`src/rtl/sound_channels.sv`:
```
// sound_channels: multi-channel triggered tone gating with OR/priority mix and mute
module sound_channels #(
  parameter int                          NUM_CH     = 3,
  parameter int                          DUR_W      = 22,
  parameter logic [NUM_CH*DUR_W-1:0]     DUR_COUNTS = '0,
  parameter int                          MIX_MODE   = 0,
  parameter int                          RETRIGGER  = 1,
  localparam int                         SW         = (NUM_CH > 1) ? $clog2(NUM_CH) : 1
) (
  input  logic              CLK_DRV,
  input  logic              RESET_N,
  input  logic [NUM_CH-1:0] TRIG_N,
  input  logic [NUM_CH-1:0] END_EV,
  input  logic [NUM_CH-1:0] TONE,
  input  logic              MUTE_N,
  output logic [NUM_CH-1:0] ACTIVE,
  output logic [SW-1:0]     CH_SEL,
  output logic              SOUND
);
  typedef enum logic {IDLE, RUN} st_e;
  st_e              st_q   [NUM_CH];
  st_e              st_d   [NUM_CH];
  logic [DUR_W-1:0] cnt_q  [NUM_CH];
  logic [DUR_W-1:0] cnt_d  [NUM_CH];
  logic [DUR_W-1:0] dur    [NUM_CH];
  logic [DUR_W-1:0] reload [NUM_CH];
  logic [NUM_CH-1:0] trig_q, end_q, trig, endv, gate;
  logic [SW-1:0]     k, ch_sel_q, ch_sel_d;
  logic              any, mix, sound_q, sound_d;

  assign trig   = trig_q & ~TRIG_N;
  assign endv   = ~end_q & END_EV;
  assign gate   = ACTIVE & TONE;
  assign CH_SEL = ch_sel_q;
  assign SOUND  = sound_q;

  for (genvar g = 0; g < NUM_CH; g++) begin : g_ch
    assign dur[g]    = DUR_COUNTS[g*DUR_W +: DUR_W];
    assign reload[g] = (dur[g] != '0) ? dur[g] - DUR_W'(1) : '0;
    assign ACTIVE[g] = (st_q[g] == RUN);
  end

  // previous samples for falling-trigger / rising-end detection; end starts high so held levels never fire
  always_ff @(posedge CLK_DRV or negedge RESET_N) begin
    if (!RESET_N) begin
      trig_q <= '0;
      end_q  <= '1;
    end else begin
      trig_q <= TRIG_N;
      end_q  <= END_EV;
    end
  end

  // channel state and duration counters
  always_ff @(posedge CLK_DRV or negedge RESET_N) begin
    if (!RESET_N) begin
      for (int i = 0; i < NUM_CH; i++) begin
        st_q[i]  <= IDLE;
        cnt_q[i] <= '0;
      end
    end else begin
      for (int i = 0; i < NUM_CH; i++) begin
        st_q[i]  <= st_d[i];
        cnt_q[i] <= cnt_d[i];
      end
    end
  end

  // per-channel next state: a trigger outranks terminal count or end event when retriggering is enabled
  always_comb begin
    for (int i = 0; i < NUM_CH; i++) begin
      st_d[i]  = st_q[i];
      cnt_d[i] = cnt_q[i];
      if (st_q[i] == IDLE) begin
        if (trig[i]) begin
          st_d[i]  = RUN;
          cnt_d[i] = reload[i];
        end
      end else if (trig[i] && RETRIGGER != 0) begin
        cnt_d[i] = reload[i];
      end else if (dur[i] == '0) begin
        st_d[i] = endv[i] ? IDLE : RUN;
      end else if (cnt_q[i] == '0) begin
        st_d[i] = IDLE;
      end else begin
        cnt_d[i] = cnt_q[i] - DUR_W'(1);
      end
    end
  end

  // mixer: lowest active channel owns the output in priority mode, even during its silent tone phase
  always_comb begin
    k   = '0;
    any = 1'b0;
    for (int i = NUM_CH - 1; i >= 0; i--) begin
      if (ACTIVE[i]) begin
        k   = SW'(i);
        any = 1'b1;
      end
    end
    mix      = (MIX_MODE != 0) ? (any & gate[k]) : |gate;
    sound_d  = MUTE_N & mix;
    ch_sel_d = (MIX_MODE != 0) ? k : '0;
  end

  // registered audio bit and selected channel
  always_ff @(posedge CLK_DRV or negedge RESET_N) begin
    if (!RESET_N) begin
      sound_q  <= 1'b0;
      ch_sel_q <= '0;
    end else begin
      sound_q  <= sound_d;
      ch_sel_q <= ch_sel_d;
    end
  end
endmodule

```
`config.mk`:
```
export PLATFORM = sky130hd
export DESIGN_NAME = sound_channels
export DESIGN_NICKNAME = d
export VERILOG_FILES = /design/src/rtl/sound_channels.sv
export SDC_FILE = /design/constraint.sdc
export NUM_CORES = 1
export LEC_CHECK = 0
export ABC_CLOCK_PERIOD_IN_PS = 1400
export BUFFER_PORTS_ARGS = -buffer_cell sky130_fd_sc_hd__buf_2
export CAP_MARGIN = 0
export CORE_AREA = 4 4 41 43
export CTS_BUF_LIST = sky130_fd_sc_hd__clkbuf_8
export DETAILED_ROUTE_END_ITERATION = 16
export DIE_AREA = 0 0 45 47
export SYNTH_ARGS = -nofsm -noshare
export SYNTH_HDL_FRONTEND = slang
export SYNTH_SLANG_ARGS = --single-unit
```
`constraint.sdc`:
```
create_clock -name CLK_DRV -period 1.4 [get_ports CLK_DRV]
set_clock_uncertainty 0.15 [all_clocks]
set_input_delay 0.07 -clock CLK_DRV [delete_from_list [all_inputs] [get_ports CLK_DRV]]
set_output_delay 0.07 -clock CLK_DRV [all_outputs]
set_load 0.01 [all_outputs]
```
Yosys cells after proc, flatten, opt, wreduce, memory -nomap -nowiden
Cells that the tools add are included.
{ "totals": {"input_bits": 12, "reg_bits": 10, "elab_cells": 25, "out_inout_bits": 6} }
{ "classes": {"n_bitwise": 6, "n_mux": 12, "n_reduce_logical": 1} }
{ "ops": {"columns": ["op", "count"], "rows": [
  ["$mux 1", 12],
  ["$and 3x3->3", 3],
  ["$not 3->3", 2],
  ["$reduce_or 3->1", 1],
  ["$and 1x1->1", 1]
]} }

Longest topological paths before layout
{ "depth": {"word_depth": 5, "mapped_depth": 2, "ltp_nobuf": 2} }

Least setup slack after synthesis
Ideal clock, no wire load.
{ "synth_timing": {"kind": "register -> register", "startpoint": "reg st_q, in the netlist ACTIVE[2]", "endpoint": "reg sound_q (netlist: SOUND)", "slack_ns": 0.328, "required_ns": 1.120, "t_arrival_ns": 0.793, "path_stages_with_launch": 3, "setup_time_ns": 0.130, "path_buffers": 0, "synth_period_minus_slack_ns": 1.072, "path_cell_list": "dfrtp_1 a222oi_1 nor2b_1"} }
{ "synth_between": {"elab_chain_cells": 3} }
{ "synth_rtl": {"columns": ["item", "line", "source"], "rows": [
  ["start: declaration", "21", "st_e st_q [NUM_CH];"],
  ["start signal: indexed assignment", "63", "st_q[i] <= st_d[i];"],
  ["$and 3x3->3", "33", "assign gate = ACTIVE & TONE;"],
  ["$reduce_or 3->1", "101", "mix = (MIX_MODE != 0) ? (any & gate[k]) : |gate;"],
  ["$and 1x1->1", "102", "sound_d = MUTE_N & mix;"],
  ["named net sound_d", "29", "logic any, mix, sound_q, sound_d;"],
  ["end signal: assignment", "112", "sound_q <= sound_d;"],
  ["end: declaration", "29", null]
]} }
The timed path passes the listed nets, and every way through them passes these cells.

Worst setup path in the final report
{ "layout_timing": {"startpoint": "in TONE[2]", "endpoint": "reg sound_q (netlist: SOUND)"} }
{ "layout_between": {"elab_chain_cells": 3} }
{ "layout_rtl": {"columns": ["item", "line", "source"], "rows": [
  ["start: declaration", "14", "input logic [NUM_CH-1:0] TONE,"],
  ["$and 3x3->3", "33", null],
  ["$reduce_or 3->1", "101", null],
  ["$and 1x1->1", "102", null],
  ["named net sound_d", "29", null]
]} }
The timed path passes the listed nets, and every way through them passes these cells.

==> reports/results.ini <==
[run_status]
status=finished, final reports clean

[run]
maxCapViolCount=0

[global_route]
grt_max_degree=11
grtUsageTotal_pct=10.06
grt_first_pass_wirelength_microns=1352
antenna_found_initial=0
grt_pass1_vias=325
overflow=0

[drt]
drcViolationCount=0
vias_per_cell=3.941
ant_nets=0
routed_wl_microns=783
num_vias=268
drtIter0Drc=8
drtPass1Iterations=4
wl_per_cell_microns=11.51

[final_layout]
antenna_cells=0
nets=66
ff_latch_area_sq_um=254.0
final_area_sq_um=594.3
syn2layout_area_growth_pct=71.48
multi_input_comb_area_sq_um=70.07
drive_gt1_share_pct=43.40
nFillCells=126

[clock_network]
clk_pin_slew_worst_paths_ns=0.05
cts_hold_repair.buffers=11
clock-root-buffer=clkbuf_8
cts_buffers=3
clock_latency_ns=0.23
postCtsResizedCells=0
cts_tree=done
max-clock-path-buffers=2
clkSinkCount=10
cts_max_level=1
cts_setup_buffers=0

[setup_path]
crit_type=input pin to register
worstPathCellList=dlygate4sd3_1 > buf_2 > a222oi_1 > nor2b_1
crit_path_max_incr_delay_ns=0.53
worst_setup_path_start_kind=input pin
critPathRequiredTime_ns=1.36
cp-end-kind=register
slowest_stage=dlygate4sd3_1
crit_fanout=1
worstPathArrival_ns=1.10

[power]
total_power_mw=0.7680
p_leak_nw=0.2951
vdd_drop_max_uv=731.5
power.density_mw_per_mm2=1292

[floorplan]
die_w_microns=45
start_util_pct=26.63
die-height_microns=47
design.core.area_sq_mm=0.001301
die-area_sq_mm=0.002115
pin_count=18
rows=13

[yosys]
syn_area_sq_um=346.6
yosysMostFrequentCell=dfrtp_1
synth-edff-count=0
syn_inst=24
yosys.area.top_type=dfrtp_1
synth-seq-cells=10
yosysWarnings=0
async_reset_ff_share_pct=100.0
ys_top_cells_by_count=dfrtp_1 (7), dfstp_2 (3), inv_1 (3), nand2b_1 (3)
yosysTopAreaCellShare_pct=50.54
yosysSeqAreaShare_pct=73.29
synth_flop_cell=dfrtp_1
avgSynthCellArea_sq_um=14.44
ys_types=10
ys_top_cells_by_area=dfrtp_1 (51%), dfstp_2 (23%), nand2b_1 (5.4%), a22o_1 (5.1%), buf_4 (4.3%)

[timing]
timing.final.crit_share_pct=81.14
holdWs_ns=0.07830
rsz0062_at_grt=no
min_period_ns=1.136
max_freq_mhz=880.3
setup-violations-final=0
slew_violations=0
hold_viol=0
fin_setup_tns_ns=0

[place]
dpl_cell_area_sq_um=429.2
place.port_buffers=15
globalplace.congestion=0.6378

[worst_hold_path]
hold_path_class=input pin to async pin

## worst paths after layout
kind / from / to / slack, ns / cells past startpoint
worst max-delay path: TONE[2] / SOUND$_DFF_PN0_ / 0.26 / 4
worst min-delay path: RESET_N / SOUND$_DFF_PN0_ / 0.08 / 2
worst max register to register: ACTIVE[2]$_DFF_PN0_ / SOUND$_DFF_PN0_ / 0.33 / 2
worst min register to register: trig_q[0]$_DFF_PN0_ / ACTIVE[0]$_DFF_PN0_ / 0.31 / 1
max in group asynchronous: RESET_N / end_q[0]$_DFF_PN1_ / 0.77 / 2
min in group CLK_DRV: trig_q[0]$_DFF_PN0_ / ACTIVE[0]$_DFF_PN0_ / 0.31 / 1
## power breakdown
part           internal, mW  total, mW  switching [mW]
combinational        0.0531     0.0884          0.0353
clock                 0.247      0.355           0.108
sequential            0.315      0.325          0.0102
total                 0.615      0.768           0.153
## kinds of logic after synthesis
kind of cell / count (synthesis) / synth area share (%)
buffers and inverters: 5 / 7.580
AOI/OAI and AO/OA: 4 / 10.83
and+or+nand+nor: 4 / 7.222
DFF: 10 / 73.29
other: 1 / 1.082
## area by class of cell
class / instances / area share [%]
inverters: 3 / 1.895
well taps: 15 / 3.158
multi-input cells: 10 / 11.79
clock buffers: 4 / 9.263
repair buffers: 26 / 31.16
flip-flops and latches: 10 / 42.74
## critical path: cells and delay by family
family          cells  cell delay [ns]
buf+inv             2             0.65
compound gates      1             0.30
simple gates        1             0.08
## layout by cell type (no fill, tap or decap)
cell type	instances
buf_2	15
dlygate4sd3_1	11
dfrtp_1	7
clkbuf_8	4
inv_1	3
nand2b_1	3
dfstp_2	3
a22o_1	2
conb_1	2
a222oi_1	1
nor2b_1	1
a22o_2	1
## metal layers
layer / global-route usage [%] / routed length [microns] / part of all wire [%]
met1: 10.30 / 316 / 40
met2: 14.97 / 349 / 45
met3: 7.663 / 106 / 14
met4: 5.263 / 11 / 1.4
met5: 0 / 0 / 0
## per-stage QoR
step | cells | utilization, % | setup WS [ns]
after floorplan | 25 | - | 0.3277
final | 68 | 45.67 | 0.2641
after global routing | 68 | 45.67 | 0.1871
after global placement | 53 | 32.98 | 0.3599
after CTS | 68 | 45.67 | 0.2763
after detailed placement | 53 | 32.98 | 0.3384
## state kept, by name, summed over array words and instances, names as in the netlist
register	count
ACTIVE	3
SOUND	1
end_q	3
trig_q	3
Power figures use the tool's default switching activity.
